### src/rtl/net_tx_retransmit.sv
// ---------------------------------------------------------------------------
// net_tx_retransmit
//
// Reliable transmit stage sitting after the ASP network output. Tagged words
// are queued in a FIFO; the head word is offered on the link with a
// valid/ready handshake and held until the far end ACKs it. If no ACK arrives
// within TIMEOUT cycles the word is resent, up to MAX_RETRY times, after which
// it is dropped and fail_out pulses.
//
// Ports (W = DATA_SIZE+TAG_SIZE, AW = $clog2(DEPTH))
//   clk              in   1      clock, rising edge
//   reset            in   1      asynchronous, active-low
//   in_valid         in   1      push request from ASP
//   in_data_tag      in   W      word to queue
//   link_ready       in   1      link accepts link_data_tag this cycle
//   link_ack_in      in   1      single-cycle ACK for the outstanding word
//   link_valid       out  1      link_data_tag is valid
//   link_data_tag    out  W      head-of-queue word (0 when FIFO empty)
//   overflow_out     out  1      pulse: push dropped, FIFO full
//   fail_out         out  1      pulse: head dropped after MAX_RETRY retries
//   fifo_count       out  AW+1   occupied entries
//   busy_out         out  1      FSM not in IDLE
//   retry_count_out  out  CNT_W  saturating timeout-retransmission count
//   drop_count_out   out  CNT_W  saturating fail_out count
//
// Build option: define RETRY_STATS_EN to add retry_count_out/drop_count_out.
// ---------------------------------------------------------------------------
module net_tx_retransmit #(
    parameter int DATA_SIZE = 32,
    parameter int TAG_SIZE  = 8,
    parameter int DEPTH     = 8,
    parameter int TIMEOUT   = 64,
    parameter int MAX_RETRY = 3,
    parameter int CNT_W     = 16
) (
    input  logic                           clk,
    input  logic                           reset,
    input  logic                           in_valid,
    input  logic [DATA_SIZE+TAG_SIZE-1:0]  in_data_tag,
    input  logic                           link_ready,
    input  logic                           link_ack_in,
    output logic                           link_valid,
    output logic [DATA_SIZE+TAG_SIZE-1:0]  link_data_tag,
    output logic                           overflow_out,
    output logic                           fail_out,
    output logic [$clog2(DEPTH):0]         fifo_count,
    output logic                           busy_out
`ifdef RETRY_STATS_EN
    ,
    output logic [CNT_W-1:0]               retry_count_out,
    output logic [CNT_W-1:0]               drop_count_out
`endif
);

    localparam int W  = DATA_SIZE + TAG_SIZE;
    localparam int AW = $clog2(DEPTH);
    localparam int TW = (TIMEOUT < 2) ? 1 : $clog2(TIMEOUT);
    localparam int RW = (MAX_RETRY < 1) ? 1 : $clog2(MAX_RETRY + 1);

    localparam logic [AW:0]   DEPTH_C = (AW+1)'(DEPTH);
    localparam logic [TW-1:0] TMAX    = TW'(TIMEOUT - 1);
    localparam logic [RW-1:0] RMAX    = RW'(MAX_RETRY);

    localparam logic [1:0] S_IDLE = 2'd0;
    localparam logic [1:0] S_SEND = 2'd1;
    localparam logic [1:0] S_WAIT = 2'd2;

    if (DEPTH < 2 || (DEPTH & (DEPTH - 1)) != 0 || TIMEOUT < 2 || CNT_W < 1) begin : g_param_chk
        $error("net_tx_retransmit: illegal parameter set");
    end

    logic [W-1:0]  r_mem [DEPTH];
    logic [AW-1:0] r_wptr, r_rptr;
    logic [AW:0]   r_count;
    logic [W-1:0]  r_head;
    logic          r_head_vld;
    logic [1:0]    r_state;
    logic [TW-1:0] r_timer;
    logic [RW-1:0] r_retry;
    logic          r_fail, r_ovf;

    logic w_ack, w_tmo, w_drop, w_pop, w_push, w_last;

    // ACK beats a coincident timeout, so the timeout term is masked by it.
    assign w_ack  = (r_state == S_WAIT) && link_ack_in;
    assign w_tmo  = (r_state == S_WAIT) && !link_ack_in && (r_timer == TMAX);
    assign w_drop = w_tmo && (r_retry == RMAX);
    assign w_pop  = w_ack || w_drop;
    // A full FIFO can still accept a word in the cycle its head retires.
    assign w_push = in_valid && ((r_count != DEPTH_C) || w_pop);
    // The pop empties the queue (no refill in the same cycle).
    assign w_last = w_pop && !w_push && (r_count == (AW+1)'(1));

    // Storage carries no reset: entries are only read while counted valid.
    always_ff @(posedge clk) begin
        if (w_push) r_mem[r_wptr] <= in_data_tag;
    end

    always_ff @(posedge clk or negedge reset) begin
        if (!reset) begin
            r_wptr  <= '0;
            r_rptr  <= '0;
            r_count <= '0;
        end else begin
            if (w_push) r_wptr <= r_wptr + 1'b1;
            if (w_pop)  r_rptr <= r_rptr + 1'b1;
            if (w_push && !w_pop)      r_count <= r_count + 1'b1;
            else if (w_pop && !w_push) r_count <= r_count - 1'b1;
        end
    end

    // Head register follows mem[r_rptr] one cycle behind the pointers.
    // r_head_vld marks that r_head has been loaded for a non-empty queue; IDLE
    // waits on it, which gives the two-cycle push-to-valid latency from empty
    // while letting a queued follower launch one cycle after retirement (its
    // head load and the IDLE->SEND step land on the same edge).
    always_ff @(posedge clk or negedge reset) begin
        if (!reset) begin
            r_head     <= '0;
            r_head_vld <= 1'b0;
        end else begin
            r_head_vld <= (r_count != '0) && !w_last;
            r_head     <= ((r_count != '0) && !w_last) ? r_mem[r_rptr] : '0;
        end
    end

    always_ff @(posedge clk or negedge reset) begin
        if (!reset) begin
            r_state <= S_IDLE;
            r_timer <= '0;
            r_retry <= '0;
        end else begin
            case (r_state)
                S_IDLE: begin
                    r_timer <= '0;
                    if ((r_count != '0) && r_head_vld) r_state <= S_SEND;
                end
                S_SEND: begin
                    if (link_ready) begin
                        r_state <= S_WAIT;
                        r_timer <= '0;
                    end
                end
                S_WAIT: begin
                    if (w_pop) begin
                        r_state <= S_IDLE;
                        r_retry <= '0;
                        r_timer <= '0;
                    end else if (w_tmo) begin
                        r_state <= S_SEND;
                        r_retry <= r_retry + 1'b1;
                        r_timer <= '0;
                    end else begin
                        r_timer <= r_timer + 1'b1;
                    end
                end
                default: begin
                    r_state <= S_IDLE;
                    r_timer <= '0;
                    r_retry <= '0;
                end
            endcase
        end
    end

    always_ff @(posedge clk or negedge reset) begin
        if (!reset) begin
            r_fail <= 1'b0;
            r_ovf  <= 1'b0;
        end else begin
            r_fail <= w_drop;
            r_ovf  <= in_valid && !w_push;
        end
    end

`ifdef RETRY_STATS_EN
    logic [CNT_W-1:0] r_retry_cnt, r_drop_cnt;

    always_ff @(posedge clk or negedge reset) begin
        if (!reset) begin
            r_retry_cnt <= '0;
            r_drop_cnt  <= '0;
        end else begin
            if (w_tmo && !w_drop && (r_retry_cnt != '1)) r_retry_cnt <= r_retry_cnt + 1'b1;
            if (w_drop && (r_drop_cnt != '1))            r_drop_cnt  <= r_drop_cnt + 1'b1;
        end
    end

    assign retry_count_out = r_retry_cnt;
    assign drop_count_out  = r_drop_cnt;
`endif

    assign link_valid    = (r_state == S_SEND);
    assign busy_out      = (r_state != S_IDLE);
    assign link_data_tag = r_head;
    assign fifo_count    = r_count;
    assign overflow_out  = r_ovf;
    assign fail_out      = r_fail;

endmodule

### config.mk
export PLATFORM = sky130hd
export DESIGN_NAME = net_tx_retransmit
export DESIGN_NICKNAME = d
export VERILOG_FILES = /design/src/rtl/net_tx_retransmit.sv
export SDC_FILE = /design/constraint.sdc
export NUM_CORES = 1
export LEC_CHECK = 0
export CAP_MARGIN = 25
export CORE_MARGIN = 1.5
export CORE_UTILIZATION = 56
export DETAILED_ROUTE_END_ITERATION = 8
export PLACE_DENSITY = 0.82
export SLEW_MARGIN = 10
export SYNTH_ARGS = -nofsm -noshare
export SYNTH_HDL_FRONTEND = slang
export SYNTH_SLANG_ARGS = --single-unit
export TNS_END_PERCENT = 10
### constraint.sdc
create_clock -name clk -period 8.1 [get_ports clk]
set_input_delay 2.025 -clock clk [delete_from_list [all_inputs] [get_ports clk]]
set_output_delay 2.025 -clock clk [all_outputs]
set_load 0.1 [all_outputs]
==> results of run 1 <==
[metal layers]
| metal | track usage | up-vias |
|---|---|---|
| li1 | - | 2968 |
| met5 | 0 | - |
| met1 | 0.298 | 3743 |
| met4 | 0.0831 | 0 |
| met3 | 0.0449 | 51 |
| met2 | 0.384 | 282 |
[synth_stat cells, drive strengths merged, types with 4 or more instances]
library cell / instances / area share
nand3b: 4 / 0.0021
nor2: 48 / 0.013
edfxtp: 320 / 0.66
dfrtp: 63 / 0.11
ha: 8 / 0.0069
inv: 5 / 0.0013
mux2i: 44 / 0.030
clkbuf: 13 / 0.0034
o21ai: 9 / 0.0047
mux4: 80 / 0.12
xnor2: 5 / 0.0030
nor2b: 4 / 0.0017
buf: 18 / 0.0083
nand2: 17 / 0.0044
[power groups by stage]
stage	Combinational [mW]	Sequential, mW	Clock [mW]
2_1_floorplan	1.09	3.51	0
3_3_place_gp	2.38	2.76	0
3_5_place_dp	2.45	2.79	0
4_1_cts	2.49	2.77	1.70
5_1_grt	2.59	2.80	1.77
6_report	2.47	2.76	1.67
[flip-flops by register name, indices dropped and copies added (netlist names)]
register,cells
fifo_count,4
r_timer,6
r_rptr,3
r_mem,320
r_state,2
link_data_tag,40
r_retry,2
fail_out,1
r_head_vld,1
r_wptr,3
overflow_out,1
[logic make-up after synthesis]
kind of cell / synth area share
flops: 0.772
mux: 0.157
simple gates: 0.0346
buf+inv: 0.0130
compound gates: 0.0117
xor+xnor: 0.00484
fa+ha+maj: 0.00691
[critical path, stage by stage, from the launching register on]
cell and delay (ns):
dfrtp_1 0.48, nor2b_1 0.23, clkdlybuf4s50_1 1.16
[per-stage QoR]
step                cells  hold WS [ns]
CTS                  1157         0.505
detailed placement   1089         0.496
floorplan             678         0.464
global placement     1088         0.478
finish               1159         0.513
global route         1158         0.517
[area by class of cell]
cell class / instances / area (um^2) / share of cell area
clock inverters: 8 / 101 / 0.00593
multi-input cells: 259 / 3160 / 0.185
diodes: 1 / 2.50 / 0.000146
well taps: 330 / 413 / 0.0242
inverters: 5 / 18.8 / 0.00110
repair buffers: 113 / 1120 / 0.0653
flip-flops and latches: 383 / 11200 / 0.655
clock buffers: 60 / 1070 / 0.0629
[final timing paths]
kind	end	depth (start not counted)	slack, ns
min in group asynchronous	link_data_tag[37]	1	1.63
worst min-delay path	r_retry[0]	1	0.51
worst min register to register	r_retry[0]	1	0.51
max in group asynchronous	r_rptr[1]	1	5.77
worst max-delay path	link_valid	2	3.67
worst max register to register	r_mem[7][19]	6	5.08
==> impl_results.md, run 1 <==
* Cts hold-fix bufs at 0
* Number of port buffers at 92
* Post-route DRC at 0
* CP required at 6.08 ns
* Top Layer Used: met4
* Die X at 164 um
* Switching Fraction at 0.370
* WL/cell at 25.3 um
* Ys flop type: edfxtp_1
* Mapped Cells at 678
* Boundary pin count at 93
* Clock root buffer: clkbuf_16
* Worst Hold Class: flip-flop to flip-flop
* Grt total ovfl at 0
* Lkg Pwr at 5.78 nW
* Layout cells sized above 1 at 0.216
* Met1 WL at 11700 um
* EDFF count, synth at 320
* Seq pwr share at 0.400
* Crit start category: flip-flop
* H-tree Lvls at 2
* Setup WS post-layout at 3.67 ns
* Status: completed
* Avg Synthesized Cell Area at 21.4 um^2
* Die footprint at 0.0268 mm^2
* Worst-Skew Late Latency at 0.53 ns
* Post-CTS Setup Inserts at 0
* Site Rows at 58
* Fillers at 1525
* Mapped Area at 0.0145 mm^2
* PwrDens at 404 mW/mm^2
* Routed met2 length at 15200 um
* Clock share of power at 0.242
* TritonCTS buffer count at 38
* Seq cells post-synth at 383
* Setup clock skew after layout at 0.0245 ns
* Syn_nets at 731
* Area grow syn2layout at 17.9%
* Initial DRT Pass Iterations at 5
* Worst-margin pin slew at 1.02 ns
* Setup violators final at 0
* Max Cap Viol at 0
* Reg2reg start: r_timer[0]
* Critical hold path startpoint: r_retry[0]
* Fin. max-slew vios at 0
* Detailed Route WL at 29400 um
* Worst slack, placed at 3.57 ns
* CTS Sinks at 383
* Worst Setup SP: r_state[1]
* Seq/Total Area, Yosys at 0.772
* Vias per cell at 6.08
* GRT Total Usage at 0.228
* Vias in the first global route at 7517
* Clock-pin slew on the worst setup and hold paths at 0.06 ns
* Tot Pwr at 6.91 mW
* Most common cell after layout, fill and taps aside: edfxtp_1
* Largest net degree at the start of global routing at 64
* Resize count post-CTS at 0
* Worst Path Max Fanout at 10
* Synth cell types at 48
* Async set-reset flop share out of synthesis at 0.164
* Fmax achieved at 226 MHz
* Final hold violation count at 0
* Crit path arrival time at 2.40 ns
* Clk buf depth at 3
* CTS tree: built
* Initial antenna violation count at 1
* Fin util at 0.676
* Core area at 0.0253 mm^2
* Logic gate share of total power at 0.358
* Ys Warns at 0
* Initial DRC Count at 693
* Sw Pwr at 2.55 mW
* Max VDD drop at 0.376 mV
* Setup CP Type: flip-flop to output port
* Via count at 7044
* RSZ-0062 raised after global routing: no
* Initial Util at 0.574
* WL met3 at 1740 um
* Commonest cells after routing, fill and taps aside: edfxtp_1 (320), clkdlybuf4s50_1 (91), mux4_2 (80), dfrtp_1 (60), mux2i_1 (44)
* Power Internal at 4.35 mW
* Antenna-violating nets left at 0
* Slew HR at 0.321
* Fin crit share at 0.546
* Min cycle time layout at 4.43 ns
* Placed instance area at 0.0159 mm^2
* Final net count at 853
* GPL Wtd Cong at 0.844
* Die height at 164 um
* First-pass GRT wire length at 44300 um
* Post-route cell area at 0.0171 mm^2
* Crit path capture type: output port
* Setup total negative slack at 0 ns
* Hpwl dp at 16200 um
Note: power is estimated with default switching activity, not from simulation.
==> run 2, diff against run 1 <==
--- a/config.mk
+++ b/config.mk
@@ -7,9 +7,9 @@
 export LEC_CHECK = 0
 export CAP_MARGIN = 25
 export CORE_MARGIN = 1.5
-export CORE_UTILIZATION = 56
+export CORE_UTILIZATION = 53
 export DETAILED_ROUTE_END_ITERATION = 8
-export PLACE_DENSITY = 0.82
+export PLACE_DENSITY = 0.81
 export SLEW_MARGIN = 10
 export SYNTH_ARGS = -nofsm -noshare
 export SYNTH_HDL_FRONTEND = slang
==> constraint.sdc (replaced) <==
create_clock -name clk -period 3.8 [get_ports clk]
set_input_delay 0.95 -clock clk [delete_from_list [all_inputs] [get_ports clk]]
set_output_delay 0.95 -clock clk [all_outputs]
set_load 0.1 [all_outputs]
==> run 2 against run 1 <==
Compared with the run above: sequential power rose by 120%; cell count up 1.5%; non-clock buffer count increased by 3; via count is 2.6% lower; setup slack worse by 3.0 ns; sequential cell count unchanged; wire length down 6.3%; first-iteration DRC count decreased by 23%; count of clock-buffer cells in the layout down 6; cell area increased by 0.83%; combinational power up 110%; clock power is 120% higher.
==> impl_results.md, run 2 (synthesis results as in run 1) <==
* Clk buf depth at 3
* Worst Path Max Fanout at 7
* CP required at 2.85 ns
* Inserted Diodes at 0
* Boundary pin count at 93
* Grt total ovfl at 0
* CTS tree: built
* Post-route DRC at 0
* Most flop-heavy register: r_mem
* Initial DRC Count at 536
* H-tree Lvls at 2
* Fmax achieved at 323 MHz
* Clock share of power at 0.250
* Most common cell after layout, fill and taps aside: edfxtp_1
* Critical hold path startpoint: r_retry[0]
* Final hold violation count at 0
* Area grow syn2layout at 18.9%
* Setup CP Type: flip-flop to output port
* Die footprint at 0.0283 mm^2
* Status: completed
* Cts hold-fix bufs at 0
* Fillers at 1755
* Fin util at 0.641
* Max Cap Viol at 0
* Hold EP: r_retry[0]
* Worst Hold Depth at 1
* Fin crit share at 0.814
* Resize count post-CTS at 0
* TritonCTS buffer count at 39
* Via count at 6863
* Worst slack, placed at 0.555 ns
* Vias in the first global route at 7254
* Final net count at 857
* Placed Cells at 1104
* Crit path capture type: output port
* R2R Path End: r_mem[5][12]
* Initial antenna violation count at 2
* Max VDD drop at 0.478 mV
* Initial Util at 0.539
* Worst-Skew Late Latency at 0.53 ns
* GPL Wtd Cong at 0.774
* RSZ-0062 raised after global routing: no
* Fin Hold WS at 0.503 ns
* Setup clock skew after layout at 0.0209 ns
* Number of port buffers at 92
* Commonest cells after routing, fill and taps aside: edfxtp_1 (320), clkdlybuf4s50_1 (84), mux4_2 (80), dfrtp_1 (60), mux2i_1 (44)
* Setup violators final at 0
* Worst-margin pin slew at 1.06 ns
* Vias per cell at 5.84
* Switching Fraction at 0.369
* Worst path max stage delay at 1.17 ns
* Post-CTS Setup Inserts at 0
* Layout cells sized above 1 at 0.242
* Antenna-violating nets left at 0
* Die X at 168 um
* Logic gate share of total power at 0.346
* Hpwl dp at 15600 um
* Buf+Inv Stages, Crit Path at 1
* Post-route cell area at 0.0172 mm^2
* CTS Sinks at 383
* Clock-pin slew on the worst setup and hold paths at 0.06 ns
* Min cycle time layout at 3.09 ns
* Slew HR at 0.291
* Reg2reg start: r_timer[1]
* Kind of cell adding the most delay to the critical path: buffers and inverters
* Worst Hold Class: flip-flop to flip-flop
* Fin. max-slew vios at 0
* Setup WS post-layout at 0.706 ns
* Clock root buffer: clkbuf_16
* Tot Pwr at 14.8 mW
* Placed instance area at 0.0160 mm^2
* Crit path arrival time at 2.14 ns
* Seq pwr share at 0.405
* Reg2reg setup slack at 1.02 ns
* Largest net degree at the start of global routing at 64
* FF-to-FF path depth at 6
* PwrDens at 859 mW/mm^2
* Sw Pwr at 5.46 mW
* Crit start category: flip-flop
* Crit path depth at 1
* Core area at 0.0269 mm^2
* Detailed Route WL at 27500 um
* Die height at 168 um
* Layout Cells excl Fill at 1176
* Setup total negative slack at 0 ns
* CP max-delay cell: clkdlybuf4s50_1
* WL/cell at 23.4 um
* Site Rows at 60
* CP Cell Sequence: clkdlybuf4s50_1
* Initial DRT Pass Iterations at 4
* GRT Total Usage at 0.203
* Max FFs per register at 320
* Power Internal at 9.34 mW
* Lkg Pwr at 5.87 nW
* First-pass GRT wire length at 42900 um
[run 2: area by class of cell]
type	instances	area (um^2)	share of cell area
tap	341	427	0.0248
sequential	383	11200	0.650
clock inverter	18	139	0.00806
clock buffer	54	1120	0.0652
timing repair buffer	116	1120	0.0649
inverter	5	18.8	0.00109
multi-input combinational	259	3200	0.186
[run 2: power groups by stage]
stage	Clock, mW	Combinational (mW)	Sequential [mW]
finish	3.70	5.12	5.99
global route	3.92	5.38	6.08
detailed placement	0	5.13	6.06
CTS	3.76	5.18	6.00
floorplan	0	2.35	7.47
global placement	0	5.01	6.08
[run 2: how the worst max path moves through the flow]
| stage | from | to | slack [ns] |
|---|---|---|---|
| floorplan | fifo_count[0] | r_mem[0][0] | -0.72 |
| global placement | link_ack_in | r_mem[5][0] | 0.59 |
| detailed placement | link_ack_in | r_mem[5][27] | 0.56 |
| CTS | fifo_count[2] | fifo_count[2] | 0.70 |
| global route | fifo_count[2] | fifo_count[2] | 0.62 |
| finish | fifo_count[2] | fifo_count[2] | 0.71 |
[run 2: layer usage]
metal,global-route usage,part of all wire,up-vias
met5,0,0.00098,-
met4,0.0586,0.024,4
met3,0.0376,0.053,52
met2,0.337,0.51,216
met1,0.279,0.42,3604
li1,-,-,2987
==> run 3, diff against run 2 <==
--- a/config.mk
+++ b/config.mk
@@ -7,9 +7,9 @@
 export LEC_CHECK = 0
 export CAP_MARGIN = 25
 export CORE_MARGIN = 1.5
-export CORE_UTILIZATION = 53
+export CORE_UTILIZATION = 56
 export DETAILED_ROUTE_END_ITERATION = 8
-export PLACE_DENSITY = 0.81
+export PLACE_DENSITY = 0.82
 export SLEW_MARGIN = 10
 export SYNTH_ARGS = -nofsm -noshare
 export SYNTH_HDL_FRONTEND = slang
==> constraint.sdc (replaced) <==
create_clock -name clk -period 2.9 [get_ports clk]
set_input_delay 0.725 -clock clk [delete_from_list [all_inputs] [get_ports clk]]
set_output_delay 0.725 -clock clk [all_outputs]
set_load 0.1 [all_outputs]
==> run 3 against run 2 <==
Compared with the run above: first-iteration DRC count grew 18%; critical path depth grew 5; cell area grew 0.46%; sequential cell count is the same; non-clock buffer count grew 8; sequential share of layout area shrank 0.24 points; count of clock-buffer cells in the layout is the same.
==> impl_results.md, run 3 (synthesis results as in run 1) <==
* Worst Path Max Fanout at 29
* GRT met1 Usage at 0.297
* PwrDens at 1130 mW/mm^2
* Lkg Pwr at 5.96 nW
* Grt total ovfl at 0
* Largest net degree at the start of global routing at 64
* Fmax achieved at 420 MHz
* Final net count at 864
* Min cycle time layout at 2.38 ns
* Crit path capture type: flip-flop
* TritonCTS buffer count at 38
* Placed instance area at 0.0160 mm^2
* GPL Wtd Cong at 0.787
* CTS Sinks at 383
* RSZ-0062 raised after global routing: no
* Detailed Route WL at 28200 um
* Max VDD drop at 0.944 mV
* Commonest cells after routing, fill and taps aside: edfxtp_1 (320), mux4_2 (80), buf_4 (70), dfrtp_1 (56), mux2i_1 (44)
* Initial DRC Count at 632
* Clock-pin slew on the worst setup and hold paths at 0.06 ns
* Final hold violation count at 0
* Area grow syn2layout at 19.5%
* Antenna-violating nets left at 0
* Most flop-heavy register: r_mem
* Fillers at 1500
* Site Rows at 58
* H-tree Lvls at 2
* Die X at 164 um
* Worst-margin pin slew at 0.888 ns
* Status: completed
* Layout Cells excl Fill at 1171
* Crit path arrival time at 2.59 ns
* Die height at 164 um
* Boundary pin count at 93
* Vias in the first global route at 7365
* CTS tree: built
* Setup clock skew after layout at 0.0198 ns
* Fin util at 0.685
* Post-route cell area at 0.0173 mm^2
* Initial DRT Pass Iterations at 5
* Initial Util at 0.574
* Max Cap Viol at 0
* Crit start category: flip-flop
* Worst slack, placed at 0.153 ns
* GR peak layer: met2
* Setup WS post-layout at 0.519 ns
* Met3 usage at 0.0361
* Vias per cell at 5.86
* Hpwl dp at 16500 um
* Tot Pwr at 19.6 mW
* Inserted Diodes at 0
* Clk buf depth at 3
* Die footprint at 0.0268 mm^2
* Placed Cells at 1101
* Post-CTS Setup Inserts at 0
* Setup CP Type: flip-flop to flip-flop
* First-pass GRT wire length at 43900 um
* Slew HR at 0.408
* Clock root buffer: clkbuf_16
* Fin. max-slew vios at 0
* Post-route DRC at 0
* Via count at 6867
* CP required at 3.11 ns
* Most common cell after layout, fill and taps aside: edfxtp_1
* Setup violators final at 0
* Layout cells sized above 1 at 0.300
* Initial antenna violation count at 0
* Met2 usage at 0.395
* Core area at 0.0253 mm^2
* Resize count post-CTS at 0
* Worst-Skew Late Latency at 0.54 ns
* Number of port buffers at 92
* Max FFs per register at 320
* Fin crit share at 0.821
* Cts hold-fix bufs at 0
* WL/cell at 24.1 um
* GRT Total Usage at 0.226
* Worst Hold Class: primary input to asynchronous set/reset pin
## run 3: cell count changes in the layout (fill, tap and decap cells not counted), sizes merged
cell | previous run | this run
inv | 7 | 5
clkdlybuf4s50 | 84 | 43
bufinv | 1 | 4
clkinvlp | 3 | 1
clkinv | 12 | 11
buf | 32 | 81
## run 3: final timing paths
kind                       startpoint      endpoint  slack [ns]  cells after the start
hold reg to reg            r_retry[0]    r_retry[0]        0.50                      1
setup / recovery           r_retry[0]  r_mem[3][23]        0.52                      6
max in group asynchronous       reset     r_rptr[1]        1.92                      1
min in group clk           r_retry[0]    r_retry[0]        0.50                      1
setup reg to reg           r_retry[0]  r_mem[3][23]        0.52                      6
hold / removal                  reset    r_retry[1]        0.32                      1
## run 3: layer usage
layer | up-vias | wire length (um)
met5 | - | 0
met3 | 46 | 1580
li1 | 2991 | -
met2 | 245 | 15000
met1 | 3585 | 11100
met4 | 0 | 471
## run 3: final cells by class
class                   instances  area (um^2)  area share
flip-flops and latches        383        11200       0.648
clock inverters                16          218      0.0126
well taps                     330          413      0.0239
inverters                       5         23.8     0.00137
repair buffers                124         1180      0.0680
multi-input cells             259         3220       0.186
clock buffers                  54         1050      0.0608
## run 3: critical path, stage by stage, from the launching register on
cell and delay (ns):
dfrtp_1 0.38, ha_1 0.21, nand3b_1 0.17, o31ai_4 0.39, o211ai_2 0.29, nor3b_4 0.37, buf_12 0.26
## run 3: stage by stage
step           hold WS (ns)  setup TNS, ns
2_1_floorplan         0.429         -23.99
3_3_place_gp          0.481              0
3_5_place_dp          0.499              0
4_1_cts               0.341              0
5_1_grt               0.389              0
6_report              0.316              0
## run 3: power by group
| group | switching, mW | internal (mW) |
|---|---|---|
| logic | 4.56 | 2.37 |
| registers | 0.647 | 7.09 |
| clock network | 1.98 | 2.92 |
